[src/rtl/hdpldadapt_tx_pulse_stretch_cfg_ctrl_if.sv]
// Config request channel between the register/AVMM side (master) and the
// pulse-stretch sequencer (slave).
interface hdpldadapt_tx_pulse_stretch_cfg_ctrl_if;
  // Handshake: 4-phase. Master raises cfg_req with cfg_num_stages stable;
  // slave raises cfg_ack when done; master drops cfg_req; slave drops cfg_ack.
  logic       cfg_req;
  logic [2:0] cfg_num_stages;
  logic       cfg_busy;
  logic       cfg_ack;
  logic       cfg_timeout;

  modport master (
    output cfg_req,
    output cfg_num_stages,
    input  cfg_busy,
    input  cfg_ack,
    input  cfg_timeout
  );

  modport slave (
    input  cfg_req,
    input  cfg_num_stages,
    output cfg_busy,
    output cfg_ack,
    output cfg_timeout
  );
endinterface

[src/rtl/hdpldadapt_tx_pulse_stretch_cfg_ctrl.sv]
// Sequences run-time changes of the TX pulse-stretch stage count: drain, apply, mask while refilling.
// Optional drain timeout enabled by defining HDPLDADAPT_TX_STRETCH_CTRL_TIMEOUT_EN.
module hdpldadapt_tx_pulse_stretch_cfg_ctrl #(
  parameter logic [2:0]  DEF_STAGES     = 3'd0,
  parameter int unsigned QUIET_CYCLES   = 8,
  parameter int unsigned SETTLE_CYCLES  = 8,
  parameter int unsigned TIMEOUT_CYCLES = 256
) (
  input  logic       clk,
  input  logic       rst,
  input  logic       tx_frame_raw,
  input  logic       burst_en_exe_raw,
  input  logic       wordslip_exe_raw,
  input  logic       rd_empty_raw,
  output logic [2:0] num_stages,
  output logic       stretch_mask,
  output logic [2:0] state_dbg,
  hdpldadapt_tx_pulse_stretch_cfg_ctrl_if.slave cfg
);

  typedef enum logic [2:0] {
    S_IDLE   = 3'd0,
    S_DRAIN  = 3'd1,
    S_APPLY  = 3'd2,
    S_SETTLE = 3'd3,
    S_DONE   = 3'd4
  } state_t;

  localparam logic [7:0] QUIET_LIM  = 8'(QUIET_CYCLES);
  localparam logic [7:0] SETTLE_LIM = 8'(SETTLE_CYCLES);

  state_t     state_q, state_d;
  logic [2:0] new_q, new_d;
  logic [2:0] num_q, num_d;
  logic       mask_q, mask_d;
  logic       busy_q, busy_d;
  logic       ack_q, ack_d;
  logic [7:0] qcnt_q, qcnt_d;
  logic [7:0] scnt_q, scnt_d;
  logic       quiet;

`ifdef HDPLDADAPT_TX_STRETCH_CTRL_TIMEOUT_EN
  localparam logic [15:0] TIMEOUT_LIM = 16'(TIMEOUT_CYCLES);
  logic [15:0] tcnt_q, tcnt_d;
  logic        timeout_q, timeout_d;
`endif

  assign quiet = ~(tx_frame_raw | burst_en_exe_raw | wordslip_exe_raw) & rd_empty_raw;

  always_comb begin
    state_d = state_q;
    new_d   = new_q;
    num_d   = num_q;
    mask_d  = mask_q;
    busy_d  = busy_q;
    ack_d   = ack_q;
    qcnt_d  = qcnt_q;
    scnt_d  = scnt_q;
`ifdef HDPLDADAPT_TX_STRETCH_CTRL_TIMEOUT_EN
    tcnt_d    = tcnt_q;
    timeout_d = timeout_q;
`endif
    case (state_q)
      S_IDLE: begin
        if (cfg.cfg_req) begin
          new_d  = cfg.cfg_num_stages;
          busy_d = 1'b1;
          // No change requested: skip drain and mask, just handshake.
          if (cfg.cfg_num_stages == num_q) begin
            state_d = S_DONE;
          end else begin
            state_d = S_DRAIN;
            qcnt_d  = 8'd0;
`ifdef HDPLDADAPT_TX_STRETCH_CTRL_TIMEOUT_EN
            tcnt_d  = 16'd0;
`endif
          end
        end
      end
      S_DRAIN: begin
        if (!cfg.cfg_req) begin
          state_d = S_IDLE;
          busy_d  = 1'b0;
        end else begin
          if (!quiet)                qcnt_d = 8'd0;
          else if (qcnt_q != 8'hFF)  qcnt_d = qcnt_q + 8'd1;
          if (qcnt_d == QUIET_LIM) state_d = S_APPLY;
`ifdef HDPLDADAPT_TX_STRETCH_CTRL_TIMEOUT_EN
          if (tcnt_q != 16'hFFFF) tcnt_d = tcnt_q + 16'd1;
          if (tcnt_d == TIMEOUT_LIM) begin
            state_d   = S_APPLY;
            timeout_d = 1'b1;
          end
`endif
        end
      end
      S_APPLY: begin
        num_d   = new_q;
        mask_d  = 1'b1;
        scnt_d  = 8'd0;
        state_d = S_SETTLE;
      end
      S_SETTLE: begin
        // Request withdrawal is ignored: the new count is already live.
        if (scnt_q != 8'hFF) scnt_d = scnt_q + 8'd1;
        if (scnt_d == SETTLE_LIM) begin
          mask_d  = 1'b0;
          state_d = S_DONE;
        end
      end
      S_DONE: begin
        if (cfg.cfg_req) begin
          ack_d = 1'b1;
        end else begin
          ack_d   = 1'b0;
          busy_d  = 1'b0;
          state_d = S_IDLE;
        end
      end
      default: state_d = S_IDLE;
    endcase
  end

  always_ff @(posedge clk) begin
    if (rst) begin
      state_q <= S_IDLE;
      new_q   <= DEF_STAGES;
      num_q   <= DEF_STAGES;
      mask_q  <= 1'b0;
      busy_q  <= 1'b0;
      ack_q   <= 1'b0;
      qcnt_q  <= 8'd0;
      scnt_q  <= 8'd0;
    end else begin
      state_q <= state_d;
      new_q   <= new_d;
      num_q   <= num_d;
      mask_q  <= mask_d;
      busy_q  <= busy_d;
      ack_q   <= ack_d;
      qcnt_q  <= qcnt_d;
      scnt_q  <= scnt_d;
    end
  end

`ifdef HDPLDADAPT_TX_STRETCH_CTRL_TIMEOUT_EN
  always_ff @(posedge clk) begin
    if (rst) begin
      tcnt_q    <= 16'd0;
      timeout_q <= 1'b0;
    end else begin
      tcnt_q    <= tcnt_d;
      timeout_q <= timeout_d;
    end
  end
  assign cfg.cfg_timeout = timeout_q;
`else
  assign cfg.cfg_timeout = 1'b0;
`endif

  assign num_stages   = num_q;
  assign stretch_mask = mask_q;
  assign cfg.cfg_busy = busy_q;
  assign cfg.cfg_ack  = ack_q;
  assign state_dbg    = state_q;

endmodule

[src/flat_wrapper.sv]
// flat-port wrapper written by rule: the top's interface ports become plain ports
module hdpldadapt_tx_pulse_stretch_cfg_ctrl_flat 
#(
  parameter logic [2:0]  DEF_STAGES     = 3'd0,
  parameter int unsigned QUIET_CYCLES   = 8,
  parameter int unsigned SETTLE_CYCLES  = 8,
  parameter int unsigned TIMEOUT_CYCLES = 256
)
  (clk, rst, tx_frame_raw, burst_en_exe_raw, wordslip_exe_raw, rd_empty_raw, num_stages, stretch_mask, state_dbg, cfg_cfg_req, cfg_cfg_num_stages, cfg_cfg_busy, cfg_cfg_ack, cfg_cfg_timeout);
  hdpldadapt_tx_pulse_stretch_cfg_ctrl_if cfg_i ();
  input  logic clk;
  input  logic rst;
  input  logic tx_frame_raw;
  input  logic burst_en_exe_raw;
  input  logic wordslip_exe_raw;
  input  logic rd_empty_raw;
  output logic [2:0] num_stages;
  output logic stretch_mask;
  output logic [2:0] state_dbg;
  input wire logic [$bits(cfg_i.cfg_req)-1:0] cfg_cfg_req;
  input wire logic [$bits(cfg_i.cfg_num_stages)-1:0] cfg_cfg_num_stages;
  output wire logic [$bits(cfg_i.cfg_busy)-1:0] cfg_cfg_busy;
  output wire logic [$bits(cfg_i.cfg_ack)-1:0] cfg_cfg_ack;
  output wire logic [$bits(cfg_i.cfg_timeout)-1:0] cfg_cfg_timeout;
  assign cfg_i.cfg_req = cfg_cfg_req;
  assign cfg_i.cfg_num_stages = cfg_cfg_num_stages;
  assign cfg_cfg_busy = cfg_i.cfg_busy;
  assign cfg_cfg_ack = cfg_i.cfg_ack;
  assign cfg_cfg_timeout = cfg_i.cfg_timeout;
  hdpldadapt_tx_pulse_stretch_cfg_ctrl #(.DEF_STAGES(DEF_STAGES), .QUIET_CYCLES(QUIET_CYCLES), .SETTLE_CYCLES(SETTLE_CYCLES), .TIMEOUT_CYCLES(TIMEOUT_CYCLES)) u_core (.clk(clk), .rst(rst), .tx_frame_raw(tx_frame_raw), .burst_en_exe_raw(burst_en_exe_raw), .wordslip_exe_raw(wordslip_exe_raw), .rd_empty_raw(rd_empty_raw), .num_stages(num_stages), .stretch_mask(stretch_mask), .state_dbg(state_dbg), .cfg(cfg_i));
endmodule
[config.mk]
export PLATFORM = sky130hd
export DESIGN_NAME = hdpldadapt_tx_pulse_stretch_cfg_ctrl_flat
export DESIGN_NICKNAME = d
export VERILOG_FILES = /design/src/rtl/hdpldadapt_tx_pulse_stretch_cfg_ctrl_if.sv /design/src/rtl/hdpldadapt_tx_pulse_stretch_cfg_ctrl.sv /design/src/flat_wrapper.sv
export SDC_FILE = /design/constraint.sdc
export NUM_CORES = 1
export LEC_CHECK = 0
export BUFFER_PORTS_ARGS = -buffer_cell sky130_fd_sc_hd__buf_2
export CAP_MARGIN = 5
export CORE_ASPECT_RATIO = 0.5
export CORE_MARGIN = 4
export CORE_UTILIZATION = 55
export CTS_CLUSTER_DIAMETER = 30
export DETAILED_ROUTE_END_ITERATION = 10
export PLACE_DENSITY = 0.75
export SLEW_MARGIN = 30
export SYNTH_ARGS = -nofsm -noshare
export SYNTH_HDL_FRONTEND = slang
export SYNTH_SLANG_ARGS = --single-unit
[constraint.sdc]
create_clock -name clk -period 4.7 [get_ports clk]
set_input_delay 0.94 -clock clk [delete_from_list [all_inputs] [get_ports clk]]
set_output_delay 0.94 -clock clk [all_outputs]
set_load 0.005 [all_outputs]
Word-level counts from Yosys, hierarchy flattened:

Cells that the tools add are included.

* $add $sub $neg: 2
* eq/ne operators: 16
* mux-type cells: 24
* bitwise operators: 4
* reduce and logical (&&, ||, !) cells: 10

Operator list (number)
* 2-to-1 mux 8 bit: 9
* one-hot mux 8 bit (2 select lines): 2
* 2-to-1 mux 3 bit: 6
* adder 8 x 1 -> 8 bit (second input constant): 2
* == test 8 x 4 -> 1 bit (second input constant): 2
* inequality test 8 bit (second input constant): 2
* one-hot mux 3 bit (5 select lines): 1
* inequality test 2 bit (second input constant): 5
* AND reduction 4 bit: 2
* == test 3 x 2 -> 1 bit (second input constant): 2
* nonzero test 2 bit: 3
* 2-to-1 mux 1 bit: 4
* one-hot mux 1 bit (2 select lines): 2
* AND reduction 2 bit: 2
* == test 3 x 1 -> 1 bit (second input constant): 1
* == test 3 bit: 1
* == test 3 bit (second input constant): 1
* zero test 3 bit: 1
* inequality test 3 x 2 -> 1 bit (second input constant): 1
* AND reduction 3 bit: 1
* inequality test 2 x 1 -> 1 bit (second input constant): 1
* OR 1 bit: 2
* OR reduction 2 bit: 1
* AND 1 bit: 1
* inverter 1 bit: 1

* register bits: 28
* output and inout port bits: 10
* logic and storage cells: 64

Longest topological paths before layout:

* depth in word-level cells: 11
* mapped depth: 7
* gate-level depth less buffers: 6

Worst setup path after synthesis:

No wires, ideal clock.

* path type: input port to flip-flop
* start point: input port burst_en_exe_raw
* end point: register u_core.state_q[1], in the netlist u_core.state_dbg[1]
* library setup time: 66 ps
* arrival time: 2259 ps
* data required time: 4634 ps
* slack: 2374 ps
* cell stages on the path: 5
* cells stage by stage: nor4b_2 -> nand4_1 -> o31a_1 -> or4_4 -> a21oi_2

* cells in the longest elaborated chain, start to end: 10

RTL lines
* start: declaration: line flat_wrapper.sv:14 `input logic burst_en_exe_raw;`
* OR 1 bit (2 in series): line hdpldadapt_tx_pulse_stretch_cfg_ctrl.sv:48 `assign quiet = ~(tx_frame_raw | burst_en_exe_raw | wordslip_exe_raw) & rd_empty_raw;`
* inverter 1 bit: line hdpldadapt_tx_pulse_stretch_cfg_ctrl.sv:48
* AND 1 bit: line hdpldadapt_tx_pulse_stretch_cfg_ctrl.sv:48
* 2-to-1 mux 8 bit: line hdpldadapt_tx_pulse_stretch_cfg_ctrl.sv:85 `if (!quiet) qcnt_d = 8'd0;`
* 2-to-1 mux 8 bit: line hdpldadapt_tx_pulse_stretch_cfg_ctrl.sv:81 `if (!cfg.cfg_req) begin`
* 2-to-1 mux 8 bit: line hdpldadapt_tx_pulse_stretch_cfg_ctrl.sv:63 `case (state_q)`
* == test 8 x 4 -> 1 bit: line hdpldadapt_tx_pulse_stretch_cfg_ctrl.sv:87 `if (qcnt_d == QUIET_LIM) state_d = S_APPLY;`
* inequality test 3 x 2 -> 1 bit (no source line)
* AND reduction 4 bit (no source line)
* end signal: assignment: line hdpldadapt_tx_pulse_stretch_cfg_ctrl.sv:135 `state_q <= state_d;`
* end: declaration: line hdpldadapt_tx_pulse_stretch_cfg_ctrl.sv:32 `state_t state_q, state_d;`

No other way between the ends. The select of a mux whose other input is x is not followed.
A chain may end at the register's enable or synchronous reset.

Worst setup path in the final report:

* start point: register u_core.state_q[0], in the netlist u_core.state_dbg[0]
* end point: output port state_dbg[0]

RTL lines
* end: declaration: line flat_wrapper.sv:19 `output logic [2:0] state_dbg;`

No word-level cell between the ends.

==> metrics.txt <==
R2R Path End u_core.state_dbg[1]; Worst Path Max Fanout 28; CTS resizes 0; Post-Syn Area 0.00166 mm2; XOR/XNOR Fraction of Synth Area 4.22%; worst path bufs/invs 1; Clock Sinks 28; CTS Buf Count 3; Finish-stage setup viols 0; post-synthesis compound-gate area fraction 23.3%; first-pass GRT wire length 5910 um; Hold Buf Count CTS 0; Total GRT Usage 18.8%; Final Skew 0.00526 ns; Reg2Reg Depth 6; Initial Util 60.8%; DRC viols 0; PwrDens 266 mW/mm2; area delta synth->final 5.87%; number of global-route vias before repair 1371; Hold Path Origin u_core.new_q[1]; initial antenna violation count 0; worst slew pin tran 0.910 ns; Post-synth EDFFs 0; Slowest-stage cell, CP dfxtp_1; critical path startpoint category flip-flop; Place WS 2.13 ns; post-DP HPWL 2460 um; Synth Area in Simple Gates 28.1%; Req. time, crit path 3.76 ns; placer congestion estimate 0.903; main combinational cell family by area after synthesis simple AND/OR/NAND/NOR gates; layout cells sized above 1 14.0%; r2r setup slk 2.47 ns; port buffer count 18; WHS Endpoint u_core.num_stages[1]; multiplexer share of the synthesized area 3.01%; Worst slew margin 39.3%; Worst-Skew Late Latency 0.27 ns; NumNets Final 229; Max Cap Viol 0; worst vdd ir 0.000125 V; Final Max Tran Viols 0; Synth area leaders dfxtp_1 (34%), a21oi_1 (6.9%), nor2_1 (4.5%), o21ai_0 (3.6%), nand2_1 (3.4%); Critical Path Sink Type output pin; post-synth cell types 51; Pleak 0.643 nW; Yosys reg bits 28; status finished, final reports clean; Root Driver clkbuf_8; Adder-Cell Fraction of Synth Area 1.51%; commonest non-fill, non-tap cells in the layout dfxtp_1 (28), a21oi_1 (23), nor2_1 (20); core area 0.00273 mm2; Die H 46.9 um; Synth Net Count 223; Critical Path AT 1.44 ns; unrepaired setup endpoints after global routing false; FF-to-FF Start u_core.qcnt_q[0]; die width 85.7 um; crit path time final 2.38 ns; H-tree levels 1; CTS clk-pin slew, worst paths 0.09 ns; post-DR wirelength/cell 14.0 um; Synth top area share 33.7%; Setup Total Neg Slack 0 ns; drt initial violations 96; crit-path max cell delay 0.92 ns; FP Rows 13; largest net degree at the start of global routing 29; commonest non-fill, non-tap cell in the layout dfxtp_1; Synth Flop Type dfxtp_1; Ys Warns 0; Synth async-reset ratio 0%; crit-path leading delay family flip-flops; Top Ports 20; Vias 1519; vias per inst 6.03; Hold WC Path Type flip-flop to flip-flop; Die ar. 0.00402 mm2; ANT nets after route 0; sequence of cells on the critical path buf_2; Max clock buf depth 2; routed wire length 3530 um; Final Worst Setup Slack 2.32 ns; mean area per synthesized cell 7.87 um2; critical path class flip-flop to output pin; Final Hold Vio Count 0; TritonCTS clock tree done; Synth area leader dfxtp_1; Post-CTS Setup Inserts 0; first drt pass iteration count 4; grt total ovfl 0; post-layout util 64.4%; Fmax 419 MHz; fin crit share 50.7%; diode count 0; Seq/Total Area, Yosys 33.7%; Post-Synthesis Cells 211; Min-Delay Path Depth 2
## routing by layer
layer,global-route usage [%],vias up,share of wire [%]
met3,4.73,4,5.0
met5,0,-,0
met1,23.7,695,49
li1,-,779,-
met2,31.9,41,45
met4,7.57,0,1.2
## worst max path at each step
stage                                    from                  end  slack, ns  cells past startpoint
after floorplan              burst_en_exe_raw  u_core.state_dbg[1]       2.37                      5
after global placement       burst_en_exe_raw  u_core.state_dbg[1]       2.22                      6
after detailed placement     burst_en_exe_raw  u_core.state_dbg[1]       2.13                      6
after CTS                 u_core.state_dbg[0]         state_dbg[0]       2.31                      1
after global routing      u_core.state_dbg[0]         state_dbg[0]       2.23                      1
final                     u_core.state_dbg[0]         state_dbg[0]       2.32                      1
## stage by stage
stage	instance area (um2)	hold slack [ns]	total power [mW]	instances
3_5_place_dp	1720	0.444	0.345	249
3_3_place_gp	1720	0.441	0.344	249
2_1_floorplan	1660	0.431	0.324	211
5_1_grt	1760	0.482	0.493	252
4_1_cts	1760	0.456	0.474	252
6_report	1760	0.453	0.468	252
## cells by family (layout without fill, tap and decap cells)
family                     Yosys count  count (layout)
and+or+nand+nor                     85              85
AOI/OAI and AO/OA                   60              60
DFF                                 28              28
buffers and inverters               22              26
xor gates and xnor gates             8               8
muxes                                5               5
adders and majority gates            2               2
other                                1               1
## tightest hold or removal path, stage by stage, from the launching register on
cell     delay, ns
dfxtp_1       0.32
nand2_1       0.05
a21oi_1       0.05
## cell usage after synthesis, types with 2 or more instances
master / n
mux2i_1: 5
nand2_1: 15
xnor2_1: 3
buf_4: 3
ha_1: 2
a21oi_1: 23
dfxtp_1: 28
nand3_1: 7
or3_1: 2
a211o_1: 2
and4b_1: 2
a211oi_1: 2
and3_1: 5
a31oi_1: 6
nor2b_1: 2
o21ai_0: 12
nand4_1: 4
inv_1: 5
nor2_1: 20
o31a_1: 2
nand2b_1: 3
buf_2: 4
a22oi_1: 2
o211ai_1: 2
nor4_1: 3
nor3_1: 10
clkbuf_1: 9
xor2_1: 5
## power by group
group / switching (mW) / internal (mW) / total, mW
Sequential: 0.0195 / 0.246 / 0.266
Clock: 0.0705 / 0.0576 / 0.128
Combinational: 0.0408 / 0.0332 / 0.0741
Total: 0.131 / 0.337 / 0.468
## registers in the layout, summed over array words and instances (netlist names)
signal,count
u_core.cfg.cfg_ack,1
u_core.cfg.cfg_busy,1
u_core.new_q,3
u_core.num_stages,3
u_core.qcnt_q,8
u_core.scnt_q,8
u_core.state_dbg,3
u_core.stretch_mask,1
## final cells by class
type | count | area [um2]
tap | 37 | 46.3
fill | 246 | 973
clock buffer | 3 | 41.3
sequential | 28 | 561
timing repair buffer | 18 | 90.1
inverter | 5 | 18.8
multi-input combinational | 161 | 1000
Note: power is estimated with default switching activity, not from simulation.
